--- src/rtl/serial_subtractor_ctrl.sv ---
// serial_subtractor_ctrl
// Bit-serial WIDTH-bit unsigned subtractor (a - b). A single 1-bit
// full-subtractor cell is reused LSB first, one bit per clock, behind a
// start/busy/done handshake. diff/bout update only on the completion edge.
module serial_subtractor_ctrl #(
  parameter int WIDTH = 8
) (
  input  logic             clk,
  input  logic             rst_n,
  input  logic             start,
  input  logic [WIDTH-1:0] a,
  input  logic [WIDTH-1:0] b,
  output logic             busy,
  output logic             done,
  output logic [WIDTH-1:0] diff,
  output logic             bout
);

  localparam int            CW       = $clog2(WIDTH);
  localparam logic [CW-1:0] CNT_LAST = CW'(WIDTH - 1);
  localparam logic [CW-1:0] CNT_ONE  = CW'(1);

  typedef enum logic [1:0] {
    S_IDLE = 2'd0,
    S_RUN  = 2'd1,
    S_DONE = 2'd2
  } state_t;

  state_t           state_r;
  logic [WIDTH-1:0] sa_r;      // minuend, shifted right each RUN cycle
  logic [WIDTH-1:0] sb_r;      // subtrahend, shifted right each RUN cycle
  logic [WIDTH-2:0] res_r;     // upper partial-result bits; the new bit enters at the MSB
  logic             borrow_r;  // borrow carried between bit positions
  logic [CW-1:0]    cnt_r;     // index of the bit being processed

  logic [1:0]       cell_s;    // {borrow_out, difference} from the shared cell
  logic [WIDTH-1:0] result_s;  // partial result including this cycle's bit
  logic             last_s;    // this cycle processes the MSB

  // One-bit full subtractor built from two half subtractors plus the
  // borrow OR. Returns {borrow_out, difference}.
  function automatic logic [1:0] full_sub(input logic x, input logic y, input logic br);
    logic hd;
    logic hb1;
    logic hb2;
    hd  = x ^ y;
    hb1 = ~x & y;
    hb2 = ~hd & br;
    return {hb1 | hb2, hd ^ br};
  endfunction

  // Shared cell evaluation and next partial-result assembly.
  always_comb begin
    cell_s   = full_sub(sa_r[0], sb_r[0], borrow_r);
    result_s = {cell_s[0], res_r};
    last_s   = (cnt_r == CNT_LAST);
  end

  // Sequencer FSM with registered handshake and result outputs.
  always_ff @(posedge clk or negedge rst_n) begin
    if (!rst_n) begin
      state_r  <= S_IDLE;
      sa_r     <= {WIDTH{1'b0}};
      sb_r     <= {WIDTH{1'b0}};
      res_r    <= {(WIDTH-1){1'b0}};
      borrow_r <= 1'b0;
      cnt_r    <= {CW{1'b0}};
      busy     <= 1'b0;
      done     <= 1'b0;
      diff     <= {WIDTH{1'b0}};
      bout     <= 1'b0;
    end else begin
      case (state_r)
        S_IDLE: begin
          done <= 1'b0;
          if (start) begin
            sa_r     <= a;
            sb_r     <= b;
            res_r    <= {(WIDTH-1){1'b0}};
            borrow_r <= 1'b0;
            cnt_r    <= {CW{1'b0}};
            busy     <= 1'b1;
            state_r  <= S_RUN;
          end else begin
            busy    <= 1'b0;
            state_r <= S_IDLE;
          end
        end
        S_RUN: begin
          sa_r     <= {1'b0, sa_r[WIDTH-1:1]};
          sb_r     <= {1'b0, sb_r[WIDTH-1:1]};
          res_r    <= result_s[WIDTH-1:1];
          borrow_r <= cell_s[1];
          if (last_s) begin
            cnt_r   <= {CW{1'b0}};
            diff    <= result_s;
            bout    <= cell_s[1];
            done    <= 1'b1;
            state_r <= S_DONE;
          end else begin
            cnt_r   <= cnt_r + CNT_ONE;
            state_r <= S_RUN;
          end
        end
        S_DONE: begin
          done    <= 1'b0;
          busy    <= 1'b0;
          state_r <= S_IDLE;
        end
        default: begin
          done    <= 1'b0;
          busy    <= 1'b0;
          cnt_r   <= {CW{1'b0}};
          state_r <= S_IDLE;
        end
      endcase
    end
  end

endmodule
--- config.mk ---
export PLATFORM = sky130hd
export DESIGN_NAME = serial_subtractor_ctrl
export DESIGN_NICKNAME = d
export VERILOG_FILES = /design/src/rtl/serial_subtractor_ctrl.sv
export SDC_FILE = /design/constraint.sdc
export NUM_CORES = 1
export LEC_CHECK = 0
export CAP_MARGIN = 10
export CORE_MARGIN = 8
export CORE_UTILIZATION = 30
export DETAILED_ROUTE_END_ITERATION = 8
export PLACE_DENSITY = 0.59
export REMOVE_ABC_BUFFERS = 1
export SETUP_SLACK_MARGIN = 0.02
export SLEW_MARGIN = 20
export SYNTH_ARGS = -nofsm -noshare
export SYNTH_HDL_FRONTEND = slang
export SYNTH_SLANG_ARGS = --single-unit
--- constraint.sdc ---
create_clock -name clk -period 4.25 [get_ports clk]
set_input_delay 0.85 -clock clk [delete_from_list [all_inputs] [get_ports clk]]
set_output_delay 0.85 -clock clk [all_outputs]
set_load 0.02 [all_outputs]
# == Word-level counts from Yosys, hierarchy flattened ==
# Index checks and enable logic that the tools add are counted.
# totals
word_cells,47
out_inout_bits,11
register_bits,40
# classes
n_addsub,1
n_mux,18
bitwise_logic,8
n_reduce_logical,5
n_eq_ne,5
# op_table
operator,n
$pmux 8 s2,2
$mux 8,2
$pmux 7 s2,1
$pmux 3 s3,1
$mux 7,1
$mux 3,2
$reduce_and 2->1,3
$mux 1,5
$ne 2x2->1 const B,2
$pmux 1 s2,2
$pmux 2 s2,1
$add 3x1->3 const B,1
$eq 3x3->1 const B,1
$not 1->1,3
$and 1x1->1,2
$eq 2x1->1 const B,1
$eq 2x2->1 const B,1
$logic_not 2->1,1
$mux 2,1
$reduce_bool 2->1,1
$xor 1x1->1,2
$or 1x1->1,1

# == Longest topological paths before layout ==
# Gate-level depths: netlist of the first run.
# depth
depth_word,5
depth_mapped,5

# == Worst setup path after synthesis of the first run ==
# OpenSTA, ideal clock, no wires.
# synth_timing
kind,input to register
startpoint,in start
endpoint,reg sa_r[6]
stages,3
setup_time_ps,123
path_slack_ps,2574
t_required_ps,4127
arrival_ps,1553
cell_sequence,buf_2 or4b_1 o221a_2
# synth_via
elab_chain_cells,2
# synth_rtl
element,line,text
from (decl),10,"input logic start,"
$ne 2x2->1 (no line),-,
$reduce_and 2->1 (no line),-,
to (signal assigned),63,sa_r <= {WIDTH{1'b0}};
to (signal assigned),90,"sa_r <= {1'b0, sa_r[WIDTH-1:1]};"
to (decl),30,logic [WIDTH-1:0] sa_r;
# Every way passes these cells.
# A chain may end at the register's enable or synchronous reset.

# == Worst setup path after layout of the first run ==
# layout_timing
startpoint,in start
endpoint,reg sb_r[5]
# layout_via
elab_chain_cells,2
# layout_rtl
element,line,text
$ne 2x2->1 (no line),-,
$reduce_and 2->1 (no line),-,
to (signal assigned),64,sb_r <= {WIDTH{1'b0}};
to (signal assigned),91,"sb_r <= {1'b0, sb_r[WIDTH-1:1]};"
to (decl),31,logic [WIDTH-1:0] sb_r;
# Every way passes these cells.

==> metrics.yaml, run 1 <==
setup_viol: 0
hold_path_class: "flop to flop"
r2r_end: "diff[1]"
top_usage_layer: "met2"
place_congestion: 0.718
rsz0062_at_grt: "no"
clk_path_buf_depth: 2
synth_common_cells: "40 x dfrtp_1, 12 x o221a_2, 12 x or4b_1"
crit_start: "start"
dieArea_mm2: 0.00861
grt.met1_usage_pct: 11.6
cpMaxStageDelayCell: "clkdlybuf4s50_1"
vias_per_cell: 5.14
final_net_count: 176
synth_edf_count: 0
syn_to_final_growth_pct: 23.7
start_util_pct: 30.4
cts_buffers: 5
r2r_slack_ns: 2.25
synth_most_common_cell: "dfrtp_1"
cp_num_cells: 3
post_cts_buffers: 0
ys_ff_latch: 40
yosysTopAreaCellShare_pct: 56.6
fin_skew_ns: 0.00450
drt-initial-drc-count: 52
reg2reg_depth: 2
routed_wl_um: 3570
worst_slew_pin_slew_ns: 0.885
status: "complete, no violations"
detail-route-antenna-nets: 0
use_met3_pct: 2.99
netlist_area_mm2: 0.00177
critPathTopFamily: "buffers and inverters"
powerDensity_mw_per_mm2: 719
design_area_mm2: 0.00219
synth_async_sr_flop_share_pct: 100
yosys.area.top_type: "dfrtp_1"
relSlewSlack_pct: 41.0
via_count: 1182
drv_slew: 0
synth_area_per_cell_um2: 13.7
cts_tree: "built"
drt_pass1_iterations: 4
cts_resized: 0
cp_slowest_stage_delay_ns: 0.88
overflow: 0
dp_hpwl_um: 2390
fmax_mhz: 454
grt_use_met2_pct: 13.0
grt_pass1_vias: 1243
netlist_instances: 129
antenna_found_initial: 0
critPathRequiredTime_ns: 4.42
fin_setup_tns_ns: 0
core_mm2: 0.00582
diodes: 0
drc_errors: 0
fp.dieW_um: 92.8
cts_hold_buf: 0
yosys-top-cells-area: "dfrtp_1 57%, o221a_2 7.6%, or4b_1 6.8%"
ys_warn_count: 0
vdd_drop_max_uv: 243
htreeDepth: 2
io_buffers: 29
path_buf_inv: 1
grt_usage_pct: 8.85
fp-row-count: 28
r2r_start: "state_r[0]"
cts_sinks: 40
path_clk_slew_ns: 0.07
critPathArrivalTime_ns: 2.38
ys.flop_type: "dfrtp_1"
finalCritPeriodShare_pct: 51.9
critPathKind: "primary input to flop"
fin_crit_ns: 2.20
drv_cap: 0
floorplan.io_pins: 30
root_buffer: "clkbuf_8"
grt_max_degree: 41
yosysSeqAreaShare_pct: 56.6
clk_latency_ns: 0.29
dpl_cell_area_mm2: 0.00208
drive_gt1_share_pct: 19.4
grt_pass1_wl_um: 6120
synthDistinctLibCells: 28
crit_path_start_kind: "primary input"
cp_cell_sequence: "clkdlybuf4s50_1, or4b_1, o221a_2"
cp_max_fo: 22
die_y_um: 92.8
hold_viol_final: 0
p_leak_nw: 0.935
cp-endpoint: "sb_r[5]"
wl_per_cell_um: 15.5
end_kind: "flop"
-- flip-flops by register name (all words and copies together) (netlist names) --
signal    count
res_r         7
bout          1
sb_r          8
state_r       2
borrow_r      1
sa_r          8
diff          8
busy          1
cnt_r         3
done          1
-- placed cells by master (no fill, tap or decap), types with 2 or more instances in the layout --
cell	count
a211o_1	2
nor4bb_1	2
clkbuf_8	5
nor4b_1	2
nor3b_1	3
clkdlybuf4s50_1	28
a32o_1	3
a21oi_1	2
a22o_1	7
nor2_1	3
nand2b_1	4
inv_1	6
ha_1	2
dfrtp_1	40
mux2_2	8
o221a_2	12
or4b_1	12
-- layer usage --
| metal | up-vias | share of wire [%] |
|---|---|---|
| met5 | - | 0 |
| met3 | 7 | 6.1 |
| met4 | 0 | 1.5 |
| met2 | 34 | 46 |
| met1 | 593 | 47 |
| li1 | 548 | - |
-- metrics by stage --
step	std cells	total power (W)	hold slack [ns]	utilization, %	setup WS [ns]
final	230	0.00157	0.502	37.6	2.05
after floorplan	118	0.00106	0.462	-	2.70
after global placement	222	0.00126	0.486	35.8	1.80
after global routing	230	0.00170	0.533	37.6	1.98
after CTS	230	0.00160	0.510	37.6	2.05
after detailed placement	222	0.00129	0.490	35.8	1.74
-- final cells by class --
cell class | count | area, µm²
clock buffers | 6 | 72.6
clock inverters | 2 | 35.0
fillers | 586 | 3630
inverters | 6 | 22.5
multi-input cells | 72 | 677
flip-flops and latches | 40 | 1000
well taps | 75 | 93.8
repair buffers | 29 | 285
-- power by group --
part           switching (W)  internal [W]
combinational       0.000253      0.000327
clock               0.000126      0.000174
sequential          0.000135      0.000556
-- how the worst min path moves through the flow --
stage	startpoint	slack (ns)	end	depth (start not counted)
detailed placement	res_r[0]	0.49	res_r[0]	1
CTS	done	0.51	done	2
global placement	res_r[0]	0.49	res_r[0]	1
floorplan	res_r[0]	0.46	res_r[0]	1
finish	done	0.50	done	2
global route	diff[6]	0.53	diff[6]	1
-- cell families (layout without fill, tap and decap cells) --
family                   Yosys count  in the layout  share of synthesized area, %
multiplexers                       9              9                          5.66
adder cells (fa/ha/maj)            3              3                          2.55
AO/OA/AOI/OAI                     31             31                          16.8
buffers and inverters             17             43                          5.10
flip-flops                        40             40                          56.6
AND/OR/NAND/NOR                   29             29                          13.2
-- worst min-delay path: stages (launching register included) --
cell,delay (ns)
dfrtp_1,0.35
nor2_1,0.04
nor2_1,0.07
(Power assumes the default switching activity.)
==> run 2, diff against run 1 <==
==> constraint.sdc (replaced) <==
create_clock -name clk -period 2.3 [get_ports clk]
set_input_delay 0.46 -clock clk [delete_from_list [all_inputs] [get_ports clk]]
set_output_delay 0.46 -clock clk [all_outputs]
set_load 0.02 [all_outputs]
==> metrics.yaml, run 2 (synthesis results as in run 1) <==
r2r_end: "diff[5]"
cts_buffers: 5
powerDensity_mw_per_mm2: 1310
syn_to_final_growth_pct: 24.8
finalCritPeriodShare_pct: 78.5
p_leak_nw: 0.950
reg2reg_depth: 4
cts_tree: "built"
crit_path_frequent_cell: "ha_1"
cts_resized: 0
start_util_pct: 30.4
rsz0062_at_grt: "no"
pwr-share-clk_pct: 17.1
cp-endpoint: "diff[5]"
final_cell_mix: "40 x dfrtp_1, 28 x clkdlybuf4s50_1, 12 x or4b_1, 12 x o221a_2, 8 x mux2_2"
drc_errors: 0
sequentialPowerShare_pct: 43.6
cp_max_fo: 10
crit_start: "cnt_r[0]"
overflow: 0
fin_crit_ns: 1.81
fp-row-count: 28
io_buffers: 29
fp.dieW_um: 92.8
dieArea_mm2: 0.00861
hold_viol_final: 0
drv_slew: 0
path_clk_slew_ns: 0.07
critPathKind: "flop to flop"
via_count: 1203
grt_usage_pct: 9.33
cts_sinks: 40
critPathTopFamily: "adder cells"
use_met3_pct: 3.96
critPathRequiredTime_ns: 2.48
wl_per_cell_um: 15.7
htreeDepth: 2
drt_pass1_iterations: 4
cts_hold_buf: 0
end_kind: "flop"
drive_gt1_share_pct: 21.5
r2r_start: "cnt_r[0]"
p_switching_w: 0.000958
drt-initial-drc-count: 57
worst_slew_pin_slew_ns: 0.886
core_mm2: 0.00582
path_buf_inv: 0
detail-route-antenna-nets: 0
comb_power_share_pct: 39.3
die_y_um: 92.8
status: "complete, no violations"
floorplan.io_pins: 30
clk_latency_ns: 0.29
place_congestion: 0.749
post_cts_buffers: 0
fin_skew_ns: 0.00384
critPathArrivalTime_ns: 1.98
fmax_mhz: 554
grt_use_met2_pct: 14.1
r2r_slack_ns: 0.49
drv_cap: 0
p_sw_share_pct: 33.2
dp_hpwl_um: 2590
grt.met1_usage_pct: 11.2
grt_pass1_vias: 1249
antenna_found_initial: 0
dp_worst_setup_slack_ns: 0.309
crit_path_start_kind: "flop"
cp_num_cells: 4
fin_setup_tns_ns: 0
p_int_w: 0.00193
final_net_count: 180
vdd_drop_max_uv: 385
grt_max_degree: 41
hold_path_class: "primary input to async pin"
diodes: 0
setup_slack_ns: 0.495
relSlewSlack_pct: 40.9
grt_pass1_wl_um: 6230
routed_wl_um: 3650
top_regs: "diff: 8 flops, sa_r: 8 flops, sb_r: 8 flops"
layout_commonest_cell: "dfrtp_1"
cp_cell_sequence: "ha_1, ha_1, nand3b_1, mux2_2"
setup_viol: 0
clk_path_buf_depth: 2
root_buffer: "clkbuf_8"
vias_per_cell: 5.16
cpMaxStageDelayCell: "nand3b_1"
cp_slowest_stage_delay_ns: 0.43
top_usage_layer: "met2"
[run 2: cell types whose count changed in the layout (fill, tap and decap cells not counted)]
cell	before	now
bufinv_16	1	0
clkbuf_8	5	7
buf_4	0	4
clkinv_2	1	0
clkbuf_1	1	0
[run 2: cell type report]
type                    instances  area, µm²
fillers                       588       3610
clock buffers                   7       96.3
inverters                       6       22.5
flip-flops and latches         40       1000
well taps                      75       93.8
multi-input cells              72        677
repair buffers                 33        315
[run 2: stage by stage]
stage                     power [W]  hold slack (ns)  instance area (µm²)  utilization [%]  std cells
after CTS                   0.00293            0.313                 2210             37.9        233
after floorplan             0.00196            0.164                 1700                -        118
final                       0.00288            0.289                 2210             37.9        233
after global placement      0.00236            0.489                 2110             36.3        226
after detailed placement    0.00242            0.489                 2110             36.3        226
after global routing        0.00310            0.353                 2210             37.9        233
[run 2: routing by layer]
layer | share of wire (%) | vias to the layer above
met5 | 0 | -
met4 | 1.1 | 0
met3 | 5.7 | 4
met2 | 47 | 30
met1 | 46 | 605
li1 | - | 564
[run 2: how the worst min path moves through the flow]
stage / from / to / slack, ns
3_5_place_dp: done / done / 0.49
3_3_place_gp: diff[5] / diff[5] / 0.49
2_1_floorplan: rst_n / borrow_r / 0.16
5_1_grt: rst_n / diff[3] / 0.35
6_report: rst_n / res_r[1] / 0.29
4_1_cts: rst_n / diff[4] / 0.31
[run 2: power by group through the flow]
| stage | Sequential [W] | Clock [W] | Combinational, W |
|---|---|---|---|
| after floorplan | 0.00134 | 0 | 0.000622 |
| after global placement | 0.00125 | 0 | 0.00111 |
| final | 0.00126 | 0.000494 | 0.00113 |
| after CTS | 0.00126 | 0.000516 | 0.00115 |
| after detailed placement | 0.00127 | 0 | 0.00115 |
| after global routing | 0.00131 | 0.000553 | 0.00124 |
==> variant: new RTL, config.mk and constraints of run 2 <==
The parameter `WIDTH` goes from 8 to 16.
--- a/src/rtl/serial_subtractor_ctrl.sv
+++ b/src/rtl/serial_subtractor_ctrl.sv
@@ -3,7 +3,7 @@
 // full-subtractor cell is reused LSB first, one bit per clock, behind a
 // start/busy/done handshake. diff/bout update only on the completion edge.
 module serial_subtractor_ctrl #(
-  parameter int WIDTH = 8
+  parameter int WIDTH = 16
 ) (
   input  logic             clk,
   input  logic             rst_n,
Ports: changed (resized a, b and diff); port bits go from 30 to 54. The function was not compared with the original's and may differ.
==> variant against run 2 <==
  * Setup slack got worse by 16 ps
  * Design area rose by 76%
  * Global-route usage rose by 0.66 points
  * Cell count rose by 94%
  * Highest routed layer unchanged
  * Total power rose by 74%
  * Synthesized cell count rose by 100%
  * Area after synthesis rose by 72%
  * Combinational power rose by 65%
  * Utilization rose by 1.5 points
  * Sequential cell count rose by 33
  * Routed wire length rose by 76%
  * Clock skew rose by 4.0 ps
  * Count of clock-buffer cells in the layout rose by 2
==> variant: results (changes against run 2) <==
Setup path:
- In this run the worst setup path terminates at diff[0].
- The most critical setup path has its startpoint at state_r[0].
- The worst register-to-register path ends at diff[0].
- The worst-case register-to-register setup slack is 480 ps (-20 ps).
- The start of the worst register-to-register path is state_r[0].
- The cell at the slowest stage of the critical path is dfrtp_1.
- The largest stage delay on the critical path is 560 ps (+130 ps).
- The arrival time reported for the critical path endpoint is 2060 ps (+80 ps).
- The highest net fanout along the worst path is 17 (+7).
- The cell family with the largest share of critical-path delay is flip-flops.

Synth:
- The portion of the post-synthesis area used by sequential elements is 60.21% (+3.6 points).
- Yosys attributes the largest share of cell area to dfrtp_1 60%, nand2_1 5.1%, a22o_1 4.9%.
- The number of cells produced by synthesis is 260 (+100%).
- The distinct cell type count of the synthesized netlist is 32 (+14%).
- Counting instances in the post-synthesis netlist gives the leading cell types as 73 x dfrtp_1, 41 x nand2_1, 24 x nor2_1, 20 x a31oi_1, 17 x a22o_1.
- The async set-reset flop share out of synthesis is 100.0% (unchanged).

Finish:
- The final standard cell utilization of the core is 39.45% (+1.5 points).
- The count of nets after finishing is 350 (+94%).
- The number of standard cells in the final layout excluding fillers is 451 (+94%).
- The total inserted antenna cells was 0 (unchanged).
- The number of fillers in the final layout is 994 (+69%).
- The share of post-route cells with drive strength above 1 came to 11.64% (-9.9 points).

Timing:
- The worst slack on hold paths is 85.82 ps (-202.8 ps).
- The worst clock skew on the final layout is 7.855 ps (+4.015 ps).
- The transition time at the pin with the least slew margin is 665.1 ps (-221.0 ps).
- The shortest clock period the worst path allows after layout is 1821 ps (+16.28 ps).

Pwr:
- The maximum vdd ir drop is 0.0004333 V (+13%).
- The sum of internal, switching and leakage power is 5018 uW (+74%).
- The power consumed by sequential cells is 2210 uW (+75%).
- The power of the combinational group was 1870 uW (+65%).
- The internal power is 3198 uW (+66%).
- The leakage power total is 0.001685 uW (+77%).

Place:
- The instance area at placement is 3689 um2 (+75%).
- The port buffer count came to 53 (+83%).
- The post-placement worst setup slack is 316.2 ps (+7.343 ps).
- The number of placed instances, taps included is 435 (+92%).
- The HPWL after detailed placement is 4367 um (+69%).
- The weighted congestion reported at the end of routability-driven placement is 0.7045 (-5.9%).

Global routing:
- The met1 global-route usage is 12.99% (+1.8 points).
- The global routing usage on met3 is 3.413% (-0.55 points).
- The overall routing resource usage is 9.989% (+0.66 points).
- The number of global-route vias before repair was 2,100 (+68%).
- The wire length of the first global-routing pass was 10,720 um (+72%).
- The largest net degree at the start of global routing is 47 (+15%).
- The met2 layer usage reported by global route is 15.22% (+1.1 points).

Clock network:
- The worst-skew pair later-pin latency is 350 ps (+60 ps).
- The total CTS buffers is 9 (+4).
- The number of H-tree levels is 3 (+1).

Drt:
- The final wirelength is 6422 um (+76%).
- The routed wire length on met3 is 500 um (+140%).
- The vias after detailed routing is 2,157 (+79%).
- The met1 routed wirelength after detailed routing is 3003 um (+77%).
- The number of DRC markers in iteration 0 is 110 (+93%).
- The met2 layer wire length in the routed design came to 2855 um (+68%).
- The highest layer touched by signal routing is met4.

Outcome:
- The flow ran to the end, and the final reports show no timing, DRC or antenna violations.
[variant: changes by cell type after synthesis, sizes merged, moves of 12 or more]
cell	delta
o221a	-12
a31oi	+20
or4b	-12
nor2	+23
nand2	+40
dfrtp	+33
[variant: cells by family after synthesis]
kind of cell               after synthesis  synth area share, %
adders and majority gates                2                1.072
xor gates and xnor gates                 1               0.2887
DFF                                     73                60.21
buffers and inverters                   22                4.247
muxes                                   16                5.938
and+or+nand+nor                         79                11.63
AOI/OAI and AO/OA                       67                16.62
[variant: final cells by class]
class | instances | area [um2] | area share (%)
sequential | 73 | 1827 | 47.16
multi-input combinational | 165 | 1084 | 27.97
timing repair buffer | 61 | 600.6 | 15.50
tap | 133 | 166.4 | 4.296
clock buffer | 9 | 123.9 | 3.198
clock inverter | 7 | 61.31 | 1.583
inverter | 3 | 11.26 | 0.2907
[variant: worst register-to-register path: stages (launching register included)]
cell and delay [ps]:
dfrtp_1 560, buf_4 230, nand2b_2 90, nor2_4 430
mux2_2 400
